===== src/rtl/vga_pkg.sv =====
// Shared timing defaults, colour constants and helpers for the VGA scan path.
// Latency: n/a (package only).
// Backpressure: n/a (package only).
//
// Contents:
//   - default 640x480@60 timing constants at 25 MHz pixel rate (from 50 MHz)
//   - derived defaults: H/V totals and sync start/last positions
//   - rgb_t packed 12-bit colour and the colour constants used by the compositor
//   - in_range(): inclusive range compare on 10-bit scan coordinates
package vga_pkg;

    // Default timing, in pixels (horizontal) and lines (vertical).
    localparam int PIX_DIV_DEF   = 2;
    localparam int H_VISIBLE_DEF = 640;
    localparam int H_FP_DEF      = 16;
    localparam int H_SYNC_DEF    = 96;
    localparam int H_BP_DEF      = 48;
    localparam int V_VISIBLE_DEF = 480;
    localparam int V_FP_DEF      = 10;
    localparam int V_SYNC_DEF    = 2;
    localparam int V_BP_DEF      = 33;

    // Derived defaults (800 x 525 total, hsync 656..751, vsync 490..491).
    localparam int H_TOTAL_DEF      = H_VISIBLE_DEF + H_FP_DEF + H_SYNC_DEF + H_BP_DEF;
    localparam int V_TOTAL_DEF      = V_VISIBLE_DEF + V_FP_DEF + V_SYNC_DEF + V_BP_DEF;
    localparam int H_SYNC_START_DEF = H_VISIBLE_DEF + H_FP_DEF;
    localparam int H_SYNC_LAST_DEF  = H_SYNC_START_DEF + H_SYNC_DEF - 1;
    localparam int V_SYNC_START_DEF = V_VISIBLE_DEF + V_FP_DEF;
    localparam int V_SYNC_LAST_DEF  = V_SYNC_START_DEF + V_SYNC_DEF - 1;

    // Scan coordinates are unsigned 10-bit throughout.
    localparam int COORD_W = 10;

    typedef struct packed {
        logic [3:0] r;
        logic [3:0] g;
        logic [3:0] b;
    } rgb_t;

    localparam rgb_t RGB_WHITE = 12'hFFF;
    localparam rgb_t RGB_RED   = 12'hF00;
    localparam rgb_t RGB_BLUE  = 12'h00F;
    localparam rgb_t RGB_GREY  = 12'h888;
    localparam rgb_t RGB_BLACK = 12'h000;

    // Inclusive range test; all operands are full-width, no wrap-around.
    function automatic logic in_range(
        input logic [COORD_W-1:0] pos,
        input logic [COORD_W-1:0] lo,
        input logic [COORD_W-1:0] hi
    );
        return (pos >= lo) && (pos <= hi);
    endfunction

endpackage


===== src/rtl/vga_timing.sv =====
// VGA scan timing: pixel-rate divider, h/v counters, frame strobe, visible flag, raw syncs.
// Latency: pix_en/frame_tick/counters registered; video_on and raw syncs combinational from counters.
// Backpressure: none; free-running scan, consumers must keep pace with pix_en.
//
// Ports:
//   clk, rst            system clock, synchronous active-high reset
//   hsp, vsp            scan position, 0..H_total-1 / 0..V_total-1
//   pix_en              one-clock pixel strobe, every PIX_DIV clocks
//   frame_tick          one clock, the first clock in which (hsp,vsp) reads (0,0)
//   video_on            hsp/vsp inside the visible area
//   hsync_raw/vsync_raw active-low syncs for the current hsp/vsp (not yet aligned)
module vga_timing
    import vga_pkg::*;
#(
    parameter int PIX_DIV   = PIX_DIV_DEF,
    parameter int H_VISIBLE = H_VISIBLE_DEF,
    parameter int H_FP      = H_FP_DEF,
    parameter int H_SYNC    = H_SYNC_DEF,
    parameter int H_BP      = H_BP_DEF,
    parameter int V_VISIBLE = V_VISIBLE_DEF,
    parameter int V_FP      = V_FP_DEF,
    parameter int V_SYNC    = V_SYNC_DEF,
    parameter int V_BP      = V_BP_DEF
) (
    input  logic               clk,
    input  logic               rst,
    output logic [COORD_W-1:0] hsp,
    output logic [COORD_W-1:0] vsp,
    output logic               pix_en,
    output logic               frame_tick,
    output logic               video_on,
    output logic               hsync_raw,
    output logic               vsync_raw
);

    localparam int H_TOTAL = H_VISIBLE + H_FP + H_SYNC + H_BP;
    localparam int V_TOTAL = V_VISIBLE + V_FP + V_SYNC + V_BP;

    localparam logic [COORD_W-1:0] H_LAST       = COORD_W'(H_TOTAL - 1);
    localparam logic [COORD_W-1:0] V_LAST       = COORD_W'(V_TOTAL - 1);
    localparam logic [COORD_W-1:0] H_VIS_END    = COORD_W'(H_VISIBLE);
    localparam logic [COORD_W-1:0] V_VIS_END    = COORD_W'(V_VISIBLE);
    localparam logic [COORD_W-1:0] H_SYNC_START = COORD_W'(H_VISIBLE + H_FP);
    localparam logic [COORD_W-1:0] H_SYNC_LAST  = COORD_W'(H_VISIBLE + H_FP + H_SYNC - 1);
    localparam logic [COORD_W-1:0] V_SYNC_START = COORD_W'(V_VISIBLE + V_FP);
    localparam logic [COORD_W-1:0] V_SYNC_LAST  = COORD_W'(V_VISIBLE + V_FP + V_SYNC - 1);

    // PIX_DIV = 1 is not supported (the hit-flag window would be empty);
    // the width guard only keeps elaboration legal.
    localparam int                DIV_W    = (PIX_DIV > 1) ? $clog2(PIX_DIV) : 1;
    localparam logic [DIV_W-1:0]  DIV_LAST = DIV_W'(PIX_DIV - 1);

    logic [DIV_W-1:0] div;
    logic             div_wrap;

    assign div_wrap = (div == DIV_LAST);

    // pix_en is registered from the divider, so after reset release the first
    // strobe is high in the second clock. Counters step at the end of a strobe
    // clock, which leaves the rest of the pixel period for the hit-flag
    // producers to answer for the new coordinates.
    always_ff @(posedge clk) begin
        if (rst) begin
            div        <= '0;
            pix_en     <= 1'b0;
            hsp        <= '0;
            vsp        <= '0;
            frame_tick <= 1'b0;
        end else begin
            div        <= div_wrap ? '0 : div + DIV_W'(1);
            pix_en     <= div_wrap;
            frame_tick <= 1'b0;
            if (pix_en) begin
                if (hsp == H_LAST) begin
                    hsp <= '0;
                    if (vsp == V_LAST) begin
                        vsp        <= '0;
                        // Raised together with the wrap so it is high exactly
                        // in the first clock showing (0,0); reset never sets it.
                        frame_tick <= 1'b1;
                    end else begin
                        vsp <= vsp + COORD_W'(1);
                    end
                end else begin
                    hsp <= hsp + COORD_W'(1);
                end
            end
        end
    end

    assign video_on  = (hsp < H_VIS_END) && (vsp < V_VIS_END);
    assign hsync_raw = ~in_range(hsp, H_SYNC_START, H_SYNC_LAST);
    assign vsync_raw = ~in_range(vsp, V_SYNC_START, V_SYNC_LAST);

endmodule


===== src/rtl/vga_display.sv =====
// VGA scan generator and pixel compositor: drives hsp/vsp to the game objects, turns their hit flags into RGB.
// Latency: coordinates at pixel strobe N -> registered RGB/hsync/vsync at strobe N+1.
// Backpressure: none; hit flags must be valid from one clock after a coordinate change until the next pix_en.
//
// Ports:
//   clk, rst                   system clock (50 MHz), synchronous active-high reset
//   ball_on, p1_on, p2_on      per-pixel hit flags from the ball / right paddle / left paddle
//   hsp, vsp                   current scan position
//   pix_en, frame_tick         pixel strobe and start-of-frame strobe
//   video_on                   current scan position is visible
//   hsync, vsync               active-low syncs, aligned with RGB
//   red, green, blue           4-bit colour channels
// Build option: define VGA_BORDER_EN to draw a grey frame border and centre line.
module vga_display
    import vga_pkg::*;
#(
    parameter int PIX_DIV   = PIX_DIV_DEF,
    parameter int H_VISIBLE = H_VISIBLE_DEF,
    parameter int H_FP      = H_FP_DEF,
    parameter int H_SYNC    = H_SYNC_DEF,
    parameter int H_BP      = H_BP_DEF,
    parameter int V_VISIBLE = V_VISIBLE_DEF,
    parameter int V_FP      = V_FP_DEF,
    parameter int V_SYNC    = V_SYNC_DEF,
    parameter int V_BP      = V_BP_DEF
) (
    input  logic               clk,
    input  logic               rst,
    input  logic               ball_on,
    input  logic               p1_on,
    input  logic               p2_on,
    output logic [COORD_W-1:0] hsp,
    output logic [COORD_W-1:0] vsp,
    output logic               pix_en,
    output logic               frame_tick,
    output logic               video_on,
    output logic               hsync,
    output logic               vsync,
    output logic [3:0]         red,
    output logic [3:0]         green,
    output logic [3:0]         blue
);

    logic hsync_raw;
    logic vsync_raw;
    logic border_hit;
    rgb_t pix_rgb;
    rgb_t rgb_q;

    vga_timing #(
        .PIX_DIV   (PIX_DIV),
        .H_VISIBLE (H_VISIBLE),
        .H_FP      (H_FP),
        .H_SYNC    (H_SYNC),
        .H_BP      (H_BP),
        .V_VISIBLE (V_VISIBLE),
        .V_FP      (V_FP),
        .V_SYNC    (V_SYNC),
        .V_BP      (V_BP)
    ) u_timing (
        .clk        (clk),
        .rst        (rst),
        .hsp        (hsp),
        .vsp        (vsp),
        .pix_en     (pix_en),
        .frame_tick (frame_tick),
        .video_on   (video_on),
        .hsync_raw  (hsync_raw),
        .vsync_raw  (vsync_raw)
    );

`ifdef VGA_BORDER_EN
    localparam logic [COORD_W-1:0] H_VIS_LAST = COORD_W'(H_VISIBLE - 1);
    localparam logic [COORD_W-1:0] V_VIS_LAST = COORD_W'(V_VISIBLE - 1);
    localparam logic [COORD_W-1:0] H_MID_L    = COORD_W'(H_VISIBLE / 2 - 1);
    localparam logic [COORD_W-1:0] H_MID_R    = COORD_W'(H_VISIBLE / 2);

    // Outer frame plus a two-pixel centre line; only matters in the visible
    // area because blanking overrides it below.
    assign border_hit = (hsp == '0) || (hsp == H_VIS_LAST) ||
                        (vsp == '0) || (vsp == V_VIS_LAST) ||
                        (hsp == H_MID_L) || (hsp == H_MID_R);
`else
    assign border_hit = 1'b0;
`endif

    // Colour for the pixel currently on hsp/vsp. Blanking is folded in here,
    // using video_on from the same pixel, so registering the result together
    // with the flags gives the same answer as gating with a delayed video_on.
    always_comb begin
        pix_rgb = RGB_BLACK;
        if (!video_on) begin
            pix_rgb = RGB_BLACK;
        end else if (ball_on) begin
            pix_rgb = RGB_WHITE;
        end else if (p1_on) begin
            pix_rgb = RGB_RED;
        end else if (p2_on) begin
            pix_rgb = RGB_BLUE;
        end else if (border_hit) begin
            pix_rgb = RGB_GREY;
        end
    end

    // One pixel-stage register for colour and syncs, loaded on the strobe
    // edge, i.e. the same edge at which the counters move on. Keeping the
    // syncs in this stage holds them aligned with the colour they belong to.
    always_ff @(posedge clk) begin
        if (rst) begin
            rgb_q <= RGB_BLACK;
            hsync <= 1'b1;
            vsync <= 1'b1;
        end else if (pix_en) begin
            rgb_q <= pix_rgb;
            hsync <= hsync_raw;
            vsync <= vsync_raw;
        end
    end

    assign red   = rgb_q.r;
    assign green = rgb_q.g;
    assign blue  = rgb_q.b;

endmodule


===== config.mk =====
export PLATFORM = sky130hd
export DESIGN_NAME = vga_display
export DESIGN_NICKNAME = d
export VERILOG_FILES = /design/src/rtl/vga_pkg.sv /design/src/rtl/vga_timing.sv /design/src/rtl/vga_display.sv
export SDC_FILE = /design/constraint.sdc
export NUM_CORES = 1
export LEC_CHECK = 0
export ABC_AREA = 1
export CAP_MARGIN = 15
export CORE_ASPECT_RATIO = 0.8
export CORE_MARGIN = 4
export CORE_UTILIZATION = 40
export DETAILED_ROUTE_END_ITERATION = 8
export PLACE_DENSITY = 0.68
export SYNTH_ARGS = -nofsm -noshare
export SYNTH_HDL_FRONTEND = slang
export SYNTH_SLANG_ARGS = --single-unit

===== constraint.sdc =====
create_clock -name clk -period 1.55 [get_ports clk]
set_input_delay 0.2325 -clock clk [delete_from_list [all_inputs] [get_ports clk]]
set_output_delay 0.2325 -clock clk [all_outputs]
set_load 0.01 [all_outputs]

==> run_results.csv, run 1 <==
group,metric,value,unit
power,p_sw_share,22.4,%
power,seq_power_share,55.7,%
power,ir_drop,0.000364,V
routing,dr.pass1.iters,4,
routing,drcViolationCount,0,
routing,viasPerCell,4.68,
die,io_pins,42,
synth,ys_ff_latch,28,
place,routabilityCongestion,0.874,
power,p_leak,1.04,nW
routing,route.met3.wl,339,µm
worst_setup_path,path_cells,"nand2_2, nor3_2, nor2_2, dlygate4sd2_1",
worst_setup_path,ff2ff_path_depth,9,
timing,final-hold-violation-count,0,
timing,clock.fmax,662,MHz
timing,rsz0062_at_grt,"no",
synth,synth_nets,244,
routing,top_layer,"met4",
synth,synth.distinct_cells,30,
die,start_util,41.6,%
min_path,hold_path.class,"flip-flop to flip-flop",
timing,setup-violations-final,0,
layout,fin_nets,302,
grt,grt_max_degree,16,
place,portBuffers,41,
routing,route.met2.wl,1.53,mm
synth,syn_inst,234,
grt,antenna_found_initial,0,
synth,synth_top_area_share,35.2,%
grt,overflow,0,
worst_setup_path,path_max_fanout,3,
synth,yosysWarningCount,0,
routing,wl_per_cell,11.3,µm
synth,yosys.area_share.simple,35.9,%
power,p_total,1.33,mW
power,p_comb_share,10.1,%
die,dieArea,0.00506,mm²
timing,period_share,97.4,%
timing,holdWs,0.418,ns
worst_setup_path,path_class,"flip-flop to output pin",
clock_tree,clk_latency,0.27,ns
place,dp_hpwl,3.01,mm
clock_tree,clk_path_buf_depth,2,
timing,finalSetupTns,0,ns
worst_setup_path,cp.required,1.32,ns
routing,met1_length,1.97,mm
job,cap_viol_max_count,0,
routing,wl,3.91,mm
grt,grt_pass1_vias,1445,
synth,synth_common_cells,"55 x nand2_1, 36 x nor2_1, 31 x inv_1",
power,internal_power,1.03,mW
layout,stdcell_area,0.00226,mm²
synth,synth_xor_area_share,1.65,%
synth,synth_flop_cell,"dfxtp_1",
die,row_count,20,
synth,synth_top_family_by_area,"simple AND/OR/NAND/NOR gates",
timing,worst_pin_slew,0.310,ns
timing,final.setup_skew,0.00105,ns
synth,synth_area,0.00159,mm²
timing,post-route-min-period,1.51,ns
routing,drtAntennaViolNets,0,
timing,maxSlewViolCount,0,
layout,drive_above_1_share,19.6,%
synth,ys_seq_area_share,35.2,%
worst_setup_path,crit_path_start_kind,"flip-flop",
synth,synth.most_common_cell,"nand2_1",
die,die_w,78.6,µm
grt,grt_pass1_wl,6.60,mm
routing,vias,1618,
grt,track_usage,16.0,%
synth,synth_fa_ha_area_share,3.93,%
worst_setup_path,max_stage_delay,0.35,ns
routing,drt_iter0_drc,98,
clock_tree,clock_sinks,28,
power,p_sw,0.299,mW
worst_setup_path,endpoint_kind,"output pin",
power,power.density,588,mW/mm²
run_status,status,"complete, no violations",
min_path,worstHoldPathCells,2,
timing,slew_headroom,79.3,%
layout,antennaDiodeCount,0,
layout,final_cells,346,
synth,synth_edf_count,0,
power,power.share.clock,34.2,%
die,fp.coreArea,0.00383,mm²
synth,synth_compound_area_share,9.11,%
die,die_h,64.4,µm
clock_tree,clkTransAtPathRegs,0.09,ns
place,place_inst,338,
worst_setup_path,path_delay_family,"simple AND/OR/NAND/NOR gates",
worst_setup_path,worst-path-stages,4,
synth,async_reset_ff_share,0,%
clock_tree,ctsHtreeMaxLevel,1,
worst_setup_path,cp_num_buf_inv,1,
clock_tree,tritoncts,"built",
layout,synthToLayoutAreaGrowth,42.2,%
synth,synth.area.top_cells,"dfxtp_1 35%, nand2_1 13%, nor2_1 8.5%, inv_1 7.3%, nand3_1 4.4%",
worst_setup_path,cpMaxStageDelayCell,"dfxtp_2",
clock_tree,cts_root_buf,"clkbuf_8",
clock_tree,cts_made_buffers,3,
synth,synth_top_area_cell,"dfxtp_1",
synth,synth_mux_area_share,0,%
synth,syn_area_per_cell,6.81,µm²
place,place_area,0.00213,mm²
worst_setup_path,cp.arrival,1.28,ns
==> power groups by stage <==
stage          logic [mW]  clock network (mW)  registers (mW)
3_3_place_gp        0.135                   0           0.760
4_1_cts             0.136               0.471           0.744
3_5_place_dp        0.135                   0           0.760
6_report            0.134               0.454           0.742
5_1_grt             0.148               0.499           0.744
2_1_floorplan      0.0616                   0           0.766
==> flip-flops by register name (all words and copies together) (netlist names) <==
name	cells
u_timing.hsp	10
u_timing.vsp	10
blue	1
green	1
hsync	1
red	1
u_timing.div	1
u_timing.frame_tick	1
u_timing.pix_en	1
vsync	1
==> worst paths after layout <==
kind	from	endpoint	slack [ns]
max reg2reg	u_timing.hsp[9]	u_timing.vsp[4]	0.14
min	u_timing.div	u_timing.pix_en	0.42
min reg2reg	u_timing.div	u_timing.pix_en	0.42
max	u_timing.vsp[5]	video_on	0.04
==> routing by layer <==
metal  GRT usage [%]  up-vias
met3            3.89        8
met1            23.0      700
li1                -      840
met5               0        -
met2            23.4       70
met4            4.80        0
==> cells by family after synthesis <==
| kind of cell | count (synthesis) |
|---|---|
| simple gates | 126 |
| flops | 28 |
| buf+inv | 47 |
| xor+xnor | 3 |
| fa+ha+maj | 5 |
| compound gates | 25 |
==> cell usage in the layout, fill, tap and decap left out, types with 2 or more instances in the layout <==
cell type / instances
nand2_1: 54
nor2_1: 35
clkdlybuf4s50_1: 33
inv_1: 31
buf_4: 26
dfxtp_1: 16
nand3_1: 13
a21oi_1: 13
dfxtp_2: 11
nand4_1: 6
dlymetal6s2s_1: 6
o21ai_0: 5
ha_1: 5
nand3_2: 4
nand3b_1: 4
clkbuf_8: 4
xor2_1: 3
nand2_2: 2
inv_2: 2
nor3_1: 2
a21oi_2: 2
dlygate4sd2_1: 2
==> worst register-to-register path: cells and delay by family, from the launching register on <==
family | cells | cell delay, ns
buffers and inverters | 3 | 0.40
AND/OR/NAND/NOR | 6 | 0.56
flip-flops | 1 | 0.35
==> cell type report <==
cell class | count | area [µm²]
inverters | 33 | 124
multi-input cells | 159 | 821
flip-flops and latches | 28 | 578
clock buffers | 4 | 55.1
fillers | 361 | 1560
well taps | 55 | 68.8
repair buffers | 67 | 618
==> metrics by stage <==
stage                     setup slack, ns  util [%]
final                              0.0405      59.2
after global routing              0.00119      59.2
after CTS                          0.0193      57.5
after detailed placement           0.0601      55.8
after global placement             0.0528      55.8
after floorplan                     0.186         -
==> what timing repair did <==
| item | 4_1_cts | 5_1_grt |
|---|---|---|
| cloned | 0 | 0 |
| pin swaps | 0 | 2 |
| hold buffers | 0 | 0 |
| gates resized for setup | 8 | 17 |
| endpoints found under the setup margin | 6 | 25 |
| buffers inserted | 0 | 4 |
Power figures use the tool's default switching activity.
==> run 2: changes to the inputs <==
- clock period: 1.55 -> 1.4 ns (I/O delays scaled with it)
==> run_results.csv, run 2 (synthesis gave the netlist of run 1 again) <==
group,metric,value,unit
place,place_inst,342,
worst_setup_path,endpoint_kind,"flip-flop",
routing,drtAntennaViolNets,0,
power,p_leak,1.15,nW
clock_tree,clock_sinks,28,
clock_tree,clk_path_buf_depth,2,
timing,rsz0062_at_grt,"yes",
timing,worst_pin_slew,0.265,ns
power,ir_drop,0.000434,V
worst_setup_path,crit_path_start_kind,"flip-flop",
grt,grt_pass1_wl,6.73,mm
grt,grt_pass1_vias,1441,
power,power.density,635,mW/mm²
grt,grt_max_degree,16,
routing,wl,4.05,mm
min_path,hold_path_end,"u_timing.div",
timing,clock.fmax,732,MHz
worst_setup_path,path_class,"flip-flop to flip-flop",
die,fp.coreArea,0.00383,mm²
power,seq_power_share,55.9,%
clock_tree,cts_root_buf,"clkbuf_8",
min_path,hold_path.class,"flip-flop to flip-flop",
timing,maxSlewViolCount,0,
routing,viasPerCell,4.73,
min_path,worstHoldPathCells,1,
place,portBuffers,41,
layout,final_cells,349,
grt,track_usage,16.6,%
clock_tree,cts_made_buffers,3,
die,row_count,20,
layout,synthToLayoutAreaGrowth,45.6,%
worst_setup_path,path_max_fanout,8,
layout,drive_above_1_share,26.9,%
timing,final.setup_skew,0.00412,ns
timing,post-route-min-period,1.37,ns
clock_tree,hold_buffers,0,
routing,wl_per_cell,11.6,µm
routing,dr.pass1.iters,4,
power,p_total,1.47,mW
layout,fin_nets,305,
power,p_sw,0.339,mW
grt,antenna_found_initial,0,
timing,setup-violations-final,0,
job,cap_viol_max_count,0,
clock_tree,clk_latency,0.28,ns
grt,overflow,0,
die,io_pins,42,
routing,drt_iter0_drc,107,
die,start_util,41.6,%
clock_tree,clkTransAtPathRegs,0.10,ns
routing,drcViolationCount,0,
min_path,hold_start,"u_timing.div",
layout,antennaDiodeCount,0,
worst_setup_path,cp.required,1.58,ns
power,power.share.clock,34.6,%
power,internal_power,1.13,mW
worst_setup_path,ff2ff_path_depth,9,
clock_tree,tritoncts,"built",
timing,slew_headroom,82.3,%
power,p_sw_share,23.0,%
worst_setup_path,cp.arrival,1.55,ns
power,p_comb_share,9.5,%
die,dieArea,0.00506,mm²
routing,vias,1651,
clock_tree,ctsHtreeMaxLevel,1,
timing,final-hold-violation-count,0,
layout,top_regs,"u_timing.hsp: 10 flops, u_timing.vsp: 10 flops",
timing,period_share,97.6,%
die,die_h,64.4,µm
worst_setup_path,reg2reg_from,"u_timing.hsp[8]",
worst_setup_path,r2r_end,"u_timing.vsp[7]",
die,die_w,78.6,µm
layout,final_cell_mix,"47 x nand2_1, 33 x nor2_1, 30 x dlygate4sd2_1, 28 x inv_1, 24 x buf_4",
place,dp_hpwl,3.05,mm
layout,layout_commonest_cell,"nand2_1",
worst_setup_path,rrSetupSlack,0.03,ns
run_status,status,"complete, no violations",
place,routabilityCongestion,0.902,
## run 2: cell types whose count changed in the layout (fill, tap and decap cells not counted), sizes merged
| cell | before | now |
|---|---|---|
| buf | 26 | 29 |
| dlymetal6s2s | 6 | 5 |
| clkbuf | 4 | 5 |
| dlygate4sd2 | 2 | 30 |
| clkdlybuf4s50 | 33 | 5 |
## run 2: timing repair
| item | 4_1_cts | 5_1_grt |
|---|---|---|
| resized for setup | 48 | 31 |
| buffers inserted | 1 | 2 |
| setup endpoints to repair | 49 | 23 |
| pin swaps | 1 | 10 |
| endpoints found under the hold margin | 0 | 0 |
## run 2: layout make-up
| cell class | instances | area [µm²] |
|---|---|---|
| clock buffers | 4 | 55.1 |
| fillers | 371 | 1510 |
| inverters | 33 | 126 |
| multi-input cells | 159 | 860 |
| flip-flops and latches | 28 | 583 |
| well taps | 55 | 68.8 |
| repair buffers | 70 | 626 |
## run 2: worst max path at each step
stage	start	to	slack [ns]
2_1_floorplan	u_timing.hsp[0]	u_timing.vsp[9]	0.04
6_report	u_timing.hsp[8]	u_timing.vsp[7]	0.03
4_1_cts	u_timing.vsp[6]	video_on	-0.05
3_3_place_gp	u_timing.hsp[1]	u_timing.vsp[8]	-0.02
3_5_place_dp	u_timing.hsp[1]	u_timing.vsp[8]	-0.03
5_1_grt	u_timing.hsp[7]	u_timing.vsp[7]	-0.05
## run 2: through the flow
step | hold WS, ns | area (µm²) | utilization, % | setup slack (ns) | setup TNS (ns)
after floorplan | 0.372 | 1590 | - | 0.0363 | 0
after global placement | 0.400 | 2180 | 56.9 | -0.0195 | -0.0935
after detailed placement | 0.410 | 2180 | 56.9 | -0.0343 | -0.251
after CTS | 0.422 | 2240 | 58.4 | -0.0512 | -0.0512
after global routing | 0.433 | 2320 | 60.6 | -0.0451 | -0.155
final | 0.419 | 2320 | 60.6 | 0.0330 | 0
## run 2: worst max-delay path, cell delays in order, from the launching register on
cell and delay (ns):
dfxtp_1 0.34, nand2_1 0.07, buf_4 0.14, inv_2 0.07, nand3_2 0.08, nor2_4 0.23, buf_6 0.16, nand2_2 0.05
nand2_2 0.07, a21oi_2 0.05
## run 2: power groups by stage
stage / combinational [mW] / sequential (mW) / clock, mW
floorplan: 0.0682 / 0.848 / 0
global placement: 0.152 / 0.841 / 0
detailed placement: 0.152 / 0.842 / 0
CTS: 0.140 / 0.822 / 0.523
global route: 0.153 / 0.827 / 0.562
finish: 0.140 / 0.824 / 0.509
## run 2: metal layers
layer | part of all wire, % | track usage [%] | routed length (µm)
met1 | 51 | 24.4 | 2060
met2 | 41 | 24.2 | 1670
met3 | 7.0 | 3.89 | 282
met4 | 0.99 | 3.93 | 40
met5 | 0 | 0 | 0
==> run 3: changes to the inputs <==
- CORE_MARGIN: 4 -> unset
==> run_results.csv, run 3 (synthesis gave the netlist of run 1 again) <==
group,metric,value,unit
grt,overflow,0,
routing,drtAntennaViolNets,0,
power,seq_power_share,55.9,%
power,p_sw,0.343,mW
worst_setup_path,max_stage_delay,0.52,ns
run_status,status,"complete, no violations",
die,start_util,41.9,%
power,internal_power,1.13,mW
clock_tree,cts_made_buffers,3,
place,dp_slack,-0.0159,ns
layout,top_regs,"u_timing.hsp: 10 flops, u_timing.vsp: 10 flops",
clock_tree,tritoncts,"built",
place,routabilityCongestion,0.844,
layout,regArea,586,µm²
timing,post-route-min-period,1.33,ns
layout,synthToLayoutAreaGrowth,45.9,%
place,portBuffers,41,
routing,viasPerCell,4.67,
timing,finalSetupTns,0,ns
clock_tree,clk_path_buf_depth,2,
layout,utilization,61.1,%
die,fp.coreArea,0.00380,mm²
timing,setup-violations-final,0,
timing,holdWs,0.417,ns
routing,route.met2.wl,1.68,mm
clock_tree,ctsHtreeMaxLevel,1,
timing,worst_pin_slew,0.232,ns
power,ir_drop,0.000453,V
routing,route.met3.wl,201,µm
timing,maxSlewViolCount,0,
routing,met1_length,2.00,mm
power,p_total,1.47,mW
clock_tree,clkTransAtPathRegs,0.10,ns
layout,fin_nets,305,
place,place_inst,345,
die,die_w,72.6,µm
power,power.density,634,mW/mm²
layout,multi_input_area,865,µm²
layout,nFillCells,361,
layout,final_cells,349,
layout,drive_above_1_share,25.9,%
grt,grt_pass1_wl,6.09,mm
worst_setup_path,path_class,"flip-flop to output pin",
routing,vias,1631,
power,p_leak,1.16,nW
worst_setup_path,cpMaxStageDelayCell,"clkdlybuf4s50_1",
routing,wl_per_cell,11.2,µm
timing,final-hold-violation-count,0,
grt,track_usage,18.9,%
grt,antenna_found_initial,0,
layout,stdcell_area,0.00232,mm²
job,cap_viol_max_count,0,
worst_setup_path,path_max_fanout,1,
min_path,hold_path.class,"flip-flop to flip-flop",
worst_setup_path,cp.required,1.19,ns
clock_tree,clock_sinks,28,
timing,slew_headroom,84.5,%
place,dp_hpwl,2.95,mm
layout,final_cell_mix,"51 x nand2_1, 30 x nor2_1, 29 x inv_1, 29 x dlygate4sd2_1, 24 x buf_4",
power,p_comb_share,9.2,%
die,dieArea,0.00424,mm²
clock_tree,cts_root_buf,"clkbuf_8",
routing,wl,3.91,mm
grt,grt_pass1_vias,1353,
clock_tree,clk_latency,0.28,ns
die,die_h,58.4,µm
worst_setup_path,cp.arrival,1.12,ns
routing,dr.pass1.iters,4,
timing,worst_slack,0.0739,ns
power,p_sw_share,23.3,%
layout,antennaDiodeCount,0,
routing,drt_iter0_drc,59,
timing,clock.fmax,754,MHz
worst_setup_path,endpoint_kind,"output pin",
timing,final.setup_skew,0.00334,ns
routing,top_layer,"met4",
die,row_count,20,
worst_setup_path,crit_path_start_kind,"flip-flop",
grt,grt_max_degree,17,
die,io_pins,42,
place,place_area,0.00219,mm²
timing,period_share,94.7,%
layout,layout_commonest_cell,"nand2_1",
worst_setup_path,path_delay_family,"buffers and inverters",
power,power.share.clock,35.0,%
worst_setup_path,path_cells,"clkdlybuf4s50_1",
worst_setup_path,cp_num_buf_inv,1,
routing,drcViolationCount,0,
[run 3: changes by cell type in the layout (fill, tap and decap cells not counted), sizes merged]
| cell | before | now |
|---|---|---|
| dlygate4sd2 | 30 | 29 |
| dlymetal6s2s | 5 | 6 |
[run 3: what timing repair did]
action	CTS	global route
gates resized for setup	44	38
pin swaps	0	9
endpoints found under the setup margin	35	22
hold buffers	0	0
endpoints found under the hold margin	0	0
cloned	0	0
buffers inserted	0	0
[run 3: cell type report]
| cell class | instances | share of cell area (%) |
|---|---|---|
| timing repair buffer | 70 | 26.7 |
| tap | 55 | 2.96 |
| inverter | 33 | 5.55 |
| multi-input combinational | 159 | 37.2 |
| clock buffer | 4 | 2.37 |
| sequential | 28 | 25.2 |
[run 3: path summary, 6_finish.rpt]
kind | slack, ns | cells past startpoint | start | end
setup / recovery | 0.07 | 1 | u_timing.frame_tick | frame_tick
hold / removal | 0.42 | 1 | u_timing.div | u_timing.div
setup reg to reg | 0.10 | 7 | u_timing.hsp[1] | u_timing.hsp[1]
hold reg to reg | 0.42 | 1 | u_timing.div | u_timing.div
[run 3: layer usage]
metal	vias up	track usage, %
met5	-	0
met4	0	5.04
met3	4	4.28
met2	42	28.0
met1	731	27.4
li1	854	-
[run 3: power by group through the flow]
stage	Clock, mW	Sequential, mW	Combinational [mW]
floorplan	0	0.848	0.0682
global placement	0	0.842	0.146
detailed placement	0	0.842	0.147
CTS	0.530	0.821	0.137
global route	0.573	0.826	0.148
finish	0.515	0.823	0.136
